==> src/rtl/ascon_perm_ctrl.sv <==
// Round-sequencing controller for an Ascon permutation datapath: accepts a job,
// strobes the state load, issues round indices, then holds the result until consumed.
// Optional macro ASCON_PERM_CTRL_ROUND_CHECK_EN rejects illegal round counts with an err pulse.
module ascon_perm_ctrl #(
    parameter int NUM_ROUNDS = 12
) (
    input  logic       clk,
    input  logic       rst,
    input  logic       req_valid,
    input  logic [3:0] req_rounds,
    output logic       req_ready,
    output logic       load_val,
    output logic       rounds_enable,
    output logic [3:0] round_ctr,
    output logic       out_valid,
    input  logic       out_ready,
    output logic       busy,
    output logic       err
);

    localparam logic [3:0] NR       = 4'(NUM_ROUNDS);
    localparam logic [3:0] LAST_IDX = NR - 4'd1;

    typedef enum logic [1:0] {
        IDLE,
        LOAD,
        ROUND,
        DONE
    } state_t;

    state_t     state_q;
    logic [3:0] round_ctr_q;
    logic       load_val_q;
    logic       rounds_en_q;
    logic       out_valid_q;
    logic       busy_q;
    logic       rounds_illegal;
    logic [3:0] start_ctr_d;

    // A job of r rounds runs the final r round constants, so it starts at NR - r.
    always_comb begin
        rounds_illegal = (req_rounds == 4'd0) || (req_rounds > NR);
        start_ctr_d    = rounds_illegal ? 4'd0 : NR - req_rounds;
    end

`ifdef ASCON_PERM_CTRL_ROUND_CHECK_EN
    logic err_q;
`endif

    // NOTE: every register here uses <= so all of them sample pre-edge values together.
    always_ff @(posedge clk) begin
        if (rst) begin
            state_q     <= IDLE;
            round_ctr_q <= NR;
            load_val_q  <= 1'b0;
            rounds_en_q <= 1'b0;
            out_valid_q <= 1'b0;
            busy_q      <= 1'b0;
`ifdef ASCON_PERM_CTRL_ROUND_CHECK_EN
            err_q       <= 1'b0;
`endif
        end else begin
`ifdef ASCON_PERM_CTRL_ROUND_CHECK_EN
            err_q <= 1'b0;
`endif
            unique case (state_q)
                IDLE: begin
                    if (req_valid) begin
`ifdef ASCON_PERM_CTRL_ROUND_CHECK_EN
                        if (rounds_illegal) begin
                            err_q <= 1'b1;
                        end else begin
                            state_q     <= LOAD;
                            round_ctr_q <= start_ctr_d;
                            load_val_q  <= 1'b1;
                            busy_q      <= 1'b1;
                        end
`else
                        state_q     <= LOAD;
                        round_ctr_q <= start_ctr_d;
                        load_val_q  <= 1'b1;
                        busy_q      <= 1'b1;
`endif
                    end
                end
                LOAD: begin
                    state_q     <= ROUND;
                    load_val_q  <= 1'b0;
                    rounds_en_q <= 1'b1;
                end
                ROUND: begin
                    if (round_ctr_q == LAST_IDX) begin
                        state_q     <= DONE;
                        round_ctr_q <= NR;
                        rounds_en_q <= 1'b0;
                        out_valid_q <= 1'b1;
                    end else begin
                        round_ctr_q <= round_ctr_q + 4'd1;
                    end
                end
                DONE: begin
                    if (out_ready) begin
                        state_q     <= IDLE;
                        out_valid_q <= 1'b0;
                        busy_q      <= 1'b0;
                    end
                end
                default: begin
                    state_q <= IDLE;
                end
            endcase
        end
    end

    assign req_ready     = (state_q == IDLE);
    assign load_val      = load_val_q;
    assign rounds_enable = rounds_en_q;
    assign round_ctr     = round_ctr_q;
    assign out_valid     = out_valid_q;
    assign busy          = busy_q;
`ifdef ASCON_PERM_CTRL_ROUND_CHECK_EN
    assign err           = err_q;
`else
    assign err           = 1'b0;
`endif

endmodule
==> config.mk <==
export PLATFORM = sky130hd
export DESIGN_NAME = ascon_perm_ctrl
export DESIGN_NICKNAME = d
export VERILOG_FILES = /design/src/rtl/ascon_perm_ctrl.sv
export SDC_FILE = /design/constraint.sdc
export NUM_CORES = 1
export LEC_CHECK = 0
export ABC_AREA = 1
export BUFFER_PORTS_ARGS = -buffer_cell sky130_fd_sc_hd__buf_2
export CAP_MARGIN = 20
export CORE_AREA = 2 2 48 50
export CTS_CLUSTER_DIAMETER = 60
export DETAILED_ROUTE_END_ITERATION = 7
export DIE_AREA = 0 0 50 52
export PLACE_DENSITY_LB_ADDON = 0.05
export SETUP_SLACK_MARGIN = 0.4
export SLEW_MARGIN = 20
export SYNTH_ARGS = -nofsm -noshare
export SYNTH_HDL_FRONTEND = slang
export SYNTH_SLANG_ARGS = --single-unit
==> constraint.sdc <==
create_clock -name clk -period 3 [get_ports clk]
set_clock_uncertainty 0.15 [all_clocks]
set_input_delay 0.9 -clock clk [delete_from_list [all_inputs] [get_ports clk]]
set_output_delay 0.9 -clock clk [all_outputs]
set_load 0.005 [all_outputs]
==> results of run 1 <==
## through the flow
stage	total power [W]	util	hold slack [ns]	std cells	instance area [µm²]
after floorplan	0.000536	-	0.316	103	678
after global placement	0.000663	0.373	0.321	146	786
after detailed placement	0.000662	0.373	0.326	146	786
after CTS	0.000793	0.390	0.342	150	822
after global routing	0.000876	0.390	0.380	150	822
final	0.000781	0.390	0.341	150	822
## area by class of cell
type | instances | area [µm²] | area share
Tap cell | 28 | 35.0 | 0.0426
Clock buffer | 4 | 36.3 | 0.0441
Multi-Input combinational cell | 69 | 384 | 0.467
Sequential cell | 10 | 200 | 0.244
Inverter | 23 | 86.3 | 0.105
Timing Repair Buffer | 16 | 80.1 | 0.0974
## worst paths after layout
| check | startpoint | to | slack (ns) | cells past startpoint |
|---|---|---|---|---|
| worst min-delay path | busy | busy | 0.34 | 2 |
| worst max-delay path | state_q[0] | req_ready | 0.77 | 3 |
| worst max register to register | state_q[0] | round_ctr[0] | 1.37 | 8 |
| worst min register to register | busy | busy | 0.34 | 2 |
## power by group through the flow
| stage | sequential [W] | combinational (W) | clock (W) |
|---|---|---|---|
| floorplan | 0.000249 | 0.000287 | 0 |
| global placement | 0.000254 | 0.000409 | 0 |
| detailed placement | 0.000256 | 0.000406 | 0 |
| CTS | 0.000253 | 0.000407 | 0.000133 |
| global route | 0.000263 | 0.000474 | 0.000139 |
| finish | 0.000252 | 0.000400 | 0.000129 |
## worst max-delay path: stages, from the launching register on
cell                      delay, ns
sky130_fd_sc_hd__dfxtp_1       0.39
sky130_fd_sc_hd__inv_1         0.08
sky130_fd_sc_hd__ha_1          0.28
sky130_fd_sc_hd__buf_2         0.16
## cells by family after synthesis
| family | count (synthesis) | share of synthesized area |
|---|---|---|
| buffers and inverters | 24 | 0.138 |
| adders and majority gates | 6 | 0.111 |
| DFF | 10 | 0.295 |
| AOI/OAI and AO/OA | 19 | 0.170 |
| other | 1 | 0.00553 |
| and+or+nand+nor | 43 | 0.280 |
## placed cells by master, fill, tap and decap left out, drive strengths merged
cell type,n
buf,16
inv,23
nand3,8
o21ai,8
clkbuf,4
a211oi,1
o211ai,1
conb,1
a21oi,9
nand2,26
dfxtp,10
ha,6
nor2,7
nand4,1
nor3,1
## flip-flops by register name (all words and copies together), names as in the netlist
name           cells
state_q            2
busy               1
rounds_enable      1
round_ctr          4
out_valid          1
load_val           1
## layer usage
layer	global-route usage	routed length (µm)	vias to the layer above
li1	-	-	363
met1	0.197	821	260
met2	0.186	609	12
met3	0.0259	57	2
met4	0.0694	12	0
met5	0	0	-
==> results.txt, run 1 <==
----------------------------------------------------
[Clock network]
  Buffer type at the clock tree root ... sky130_fd_sc_hd__clkbuf_4
  Number of buffers between clock root and the deepest sink ... 2
  H-Tree Level Count ... 1
  Number of clock sinks ... 10
  Clock-pin slew of the registers on the worst-case setup and hold paths ... 0.08 ns
  Worst skew pair latency ... 0.27 ns
  Post-cts resize count ... 0
  Total clock buffers created by CTS ... 3
  Setup Buffers After CTS ... 0
  TritonCTS clock tree ... built
  Hold buffers post-CTS ... 0

[Power and ir drop]
  Total leakage power ... 0.459 nW
  Sw frac ... 0.453
  Cell Int Power ... 0.000427 W
  Portion of total power attributed to sequential cells ... 0.322
  Worst IR drop on VDD ... 0.326 mV
  Combinational share of power ... 0.512
  Sw Pwr ... 0.000354 W
  Cell Pwr Density ... 950 nW/µm²
  Clk pwr share ... 0.166

[Placed design]
  Final RePlAce weighted congestion ... 0.759
  Number of input and output port buffers inserted ... 16
  Post-placement setup slack ... 0.996 ns
  Post-DP HPWL ... 1.20 mm

[STA]
  Period utilisation layout ... 0.745
  Post-route setup TNS ... 0 ns
  Top achievable clock speed ... 448 MHz
  Setup repair after global routing missed its margin ... false
  Final Worst Setup Slack ... 0.766 ns
  Final setup violating endpoints ... 0
  Hold violation total from the final report ... 0
  Final Slew Violations ... 0
  Time the final worst path needs with I/O delays and setup ... 2.23 ns

[Synthesis]
  Yosys top cell by area ... sky130_fd_sc_hd__dfxtp_1
  Most used standard cell by instance count after synthesis ... sky130_fd_sc_hd__nand2_1
  Most used standard cells in the synthesized netlist ... sky130_fd_sc_hd__nand2_1, sky130_fd_sc_hd__inv_1, sky130_fd_sc_hd__dfxtp_1
  Mapped Nets ... 117
  Post-synthesis area per instance ... 6.58 µm²
  Warning count from the yosys run ... 0
  Gate count after technology mapping ... 103
  Number of unique standard cell types used by synthesis ... 20
  Seq cells post-synth ... 10
  Number of synthesized flops with an enable pin ... 0
  Share of the synthesized area in the top cell type ... 0.295
  Most common flop cell mapped by yosys ... sky130_fd_sc_hd__dfxtp_1
  Fraction of registers with async set/reset ... 0
  Register area share after synthesis ... 0.295
  Summed instance area of the synthesized netlist ... 678 µm²
  Area contributors post-synth ... sky130_fd_sc_hd__dfxtp_1, sky130_fd_sc_hd__nand2_1, sky130_fd_sc_hd__ha_1

[Setup path]
  Critical path start-end classification ... flop to primary output
  Highest net fanout along the worst path ... 5
  Crit path DAT ... 1.18 ns
  Crit path capture type ... primary output
  Worst Path Required ... 1.95 ns
  Launching element type of the critical path ... flop

[Floorplanning]
  Number of placed I/O pins ... 18
  DIE AREA ... 2600 µm²
  Placeable Area ... 2110 µm²
  Die Span Y ... 52 µm
  Initial Util ... 0.322
  Width of the chip ... 50 µm
  Standard-cell rows ... 17

[Global routing]
  Leftover overflow at the end of global routing ... 0
  Maximum number of pins on one net before global-route repair ... 8
  Number of global-route vias before repair ... 587
  Total routing usage reported by global routing ... 0.135
  Wire length of the first global-routing pass ... 2.66 mm
  Antenna violations before repair ... 0

[Detailed routing]
  DR WL/cell ... 10.0 µm
  First-pass detailed-route iteration total ... 4
  Total routed wirelength ... 1.50 mm
  Residual DRC count ... 0
  Antenna-violating nets left ... 0
  Drt via density ... 4.25
  Number of DRC violations after detailed-routing iteration 0 ... 4
  Via count of the routed design ... 637

[Final layout]
  Fraction of layout instances using a drive strength above 1 ... 0.262
  Filler Cells Inserted ... 232
  Number of nets at the end of the flow ... 137
  Total inserted antenna cells ... 0
  Area Growth Syn to Fin ... 21.2%

[Job]
  Max-cap violations ... 0

[Hold path]
  Class of the worst hold path ... flop to flop

[Status]
  Run status ... completed

----------------------------------------------------
(Power assumes the default switching activity.)
==> run 2, diff against run 1 <==
==> constraint.sdc (replaced) <==
create_clock -name clk -period 2 [get_ports clk]
set_clock_uncertainty 0.15 [all_clocks]
set_input_delay 0.6 -clock clk [delete_from_list [all_inputs] [get_ports clk]]
set_output_delay 0.6 -clock clk [all_outputs]
set_load 0.005 [all_outputs]
==> run 2 against run 1 <==
Effect of this change:
- total power is 68% higher
- global-route usage is 0.24 points higher
- worst hold slack better by 0.0020 ns
- critical path depth stayed put
- via count is 6.9% higher
- register-to-register slack worse by 0.90 ns
- sequential power is 52% higher
- first-iteration DRC count is 75% higher
- count of clock-buffer cells in the layout stayed put
- die area stayed put
- critical path type unchanged
- largest power group unchanged
==> results.txt, run 2 (synthesized netlist as in run 1, its figures left out) <==
----------------------------------------------------
[STA]
  Time the final worst path needs with I/O delays and setup ... 1.67 ns
  Final setup violating endpoints ... 0
  Hold violation total from the final report ... 0
  Post-route setup TNS ... 0 ns
  Setup repair after global routing missed its margin ... true
  Final Slew Violations ... 0
  Period utilisation layout ... 0.835
  Final Worst Setup Slack ... 0.330 ns
  Top achievable clock speed ... 599 MHz

[Placed design]
  Number of input and output port buffers inserted ... 16
  Area after DPL ... 786 µm²
  Post-placement setup slack ... 0.295 ns
  Final RePlAce weighted congestion ... 0.759
  Post-DP HPWL ... 1.23 mm

[Global routing]
  Antenna violations before repair ... 0
  Leftover overflow at the end of global routing ... 0
  Number of global-route vias before repair ... 632
  Maximum number of pins on one net before global-route repair ... 8
  Total routing usage reported by global routing ... 0.138
  Wire length of the first global-routing pass ... 2.72 mm

[Status]
  Run status ... completed

[Final layout]
  Highest-count cells in the layout ignoring fill and taps ... sky130_fd_sc_hd__nand2_1, sky130_fd_sc_hd__inv_1, sky130_fd_sc_hd__buf_2
  Total inserted antenna cells ... 0
  Flip-flop count of the largest register, all copies and words added ... 4
  Area Growth Syn to Fin ... 30.4%
  Post-route design area ... 885 µm²
  Number of nets at the end of the flow ... 142
  Most common cell after layout, fill and taps aside ... sky130_fd_sc_hd__nand2_1
  Utilization after layout ... 0.420
  Fraction of layout instances using a drive strength above 1 ... 0.354

[Floorplanning]
  Die Span Y ... 52 µm
  Standard-cell rows ... 17
  Width of the chip ... 50 µm
  DIE AREA ... 2600 µm²
  Number of placed I/O pins ... 18
  Placeable Area ... 2110 µm²
  Initial Util ... 0.322

[Clock network]
  TritonCTS clock tree ... built
  Worst skew pair latency ... 0.26 ns
  Clock-pin slew of the registers on the worst-case setup and hold paths ... 0.07 ns
  Total clock buffers created by CTS ... 3
  Number of clock sinks ... 10
  Number of buffers between clock root and the deepest sink ... 2
  Buffer type at the clock tree root ... sky130_fd_sc_hd__clkbuf_4
  H-Tree Level Count ... 1

[Setup path]
  Slowest Stage Delay on Critical Path ... 0.34 ns
  Worst setup path startpoint ... state_q[0]
  Crit path capture type ... primary output
  Combined buffer and inverter count along the critical path ... 2
  Highest net fanout along the worst path ... 2
  Critical path start-end classification ... flop to primary output
  Number of stages on the worst setup path ... 3
  Worst reg-to-reg path cell count ... 8
  Standard cell with the maximum stage delay on the critical path ... sky130_fd_sc_hd__dfxtp_2
  Kind of cell with the highest combined delay on the critical path ... flip-flops
  Crit path DAT ... 0.92 ns
  Ordered list of cells on the worst path ... inv_2 > ha_4 > buf_6
  Reg-to-Reg Start ... state_q[1]
  Worst Path Required ... 1.25 ns
  Launching element type of the critical path ... flop

[Power and ir drop]
  Worst IR drop on VDD ... 0.558 mV
  Cell Pwr Density ... 1480 nW/µm²
  Total leakage power ... 0.488 nW

[Job]
  Max-cap violations ... 0

[Detailed routing]
  First-pass detailed-route iteration total ... 4
  Total routed wirelength ... 1.58 mm
  Drt via density ... 4.39
  Via count of the routed design ... 681
  Residual DRC count ... 0
  Number of DRC violations after detailed-routing iteration 0 ... 7
  Antenna-violating nets left ... 0
  DR WL/cell ... 10.2 µm

[Hold path]
  Class of the worst hold path ... flop to flop
  Launch instance of the worst min-delay path ... busy
  Worst Hold Path Cells ... 2

----------------------------------------------------
run 2: through the flow:
stage	hold slack [ns]	total power [W]	cells
after global routing	0.397	0.00145	155
after floorplan	0.316	0.000804	103
after global placement	0.321	0.000994	146
after detailed placement	0.319	0.000995	146
after CTS	0.344	0.00132	155
final	0.343	0.00131	155
run 2: layout make-up:
type	count	area, µm²
Fill cell	240	1220
Timing Repair Buffer	21	124
Multi-Input combinational cell	69	397
Inverter	23	86.3
Clock buffer	4	36.3
Sequential cell	10	206
Tap cell	28	35.0
run 2: power breakdown:
part	switching (W)	internal (W)	total [W]
sequential	0.0000858	0.000297	0.000383
combinational	0.000403	0.000341	0.000744
clock	0.0000758	0.000110	0.000186
run 2: timing repair:
| action | CTS | global route |
|---|---|---|
| resized for setup | 8 | 2 |
| gates cloned | 0 | 0 |
| hold buffers | 0 | 0 |
| pin swaps | 2 | 0 |
| buffers inserted | 5 | 0 |
| endpoints found under the setup margin | 6 | 4 |
run 2: per-layer routing:
| metal | wire length (µm) | part of all wire | vias up | track usage |
|---|---|---|---|---|
| met4 | 12 | 0.0076 | 0 | 0.0417 |
| met2 | 664 | 0.42 | 10 | 0.208 |
| met1 | 846 | 0.54 | 298 | 0.186 |
| met5 | 0 | 0 | - | 0 |
| met3 | 53 | 0.034 | 2 | 0.0431 |
| li1 | - | - | 371 | - |
run 2: worst reg2reg max path, delay by kind of cell (launching register included):
kind            cells  cell delay [ns]
flops               1             0.33
compound gates      2             0.31
buf+inv             4             0.31
fa+ha+maj           1             0.29
simple gates        1             0.05
run 2: final timing paths:
kind                  end  slack (ns)
min                  busy        0.34
min reg2reg          busy        0.34
max             req_ready        0.33
max reg2reg  round_ctr[0]        0.47
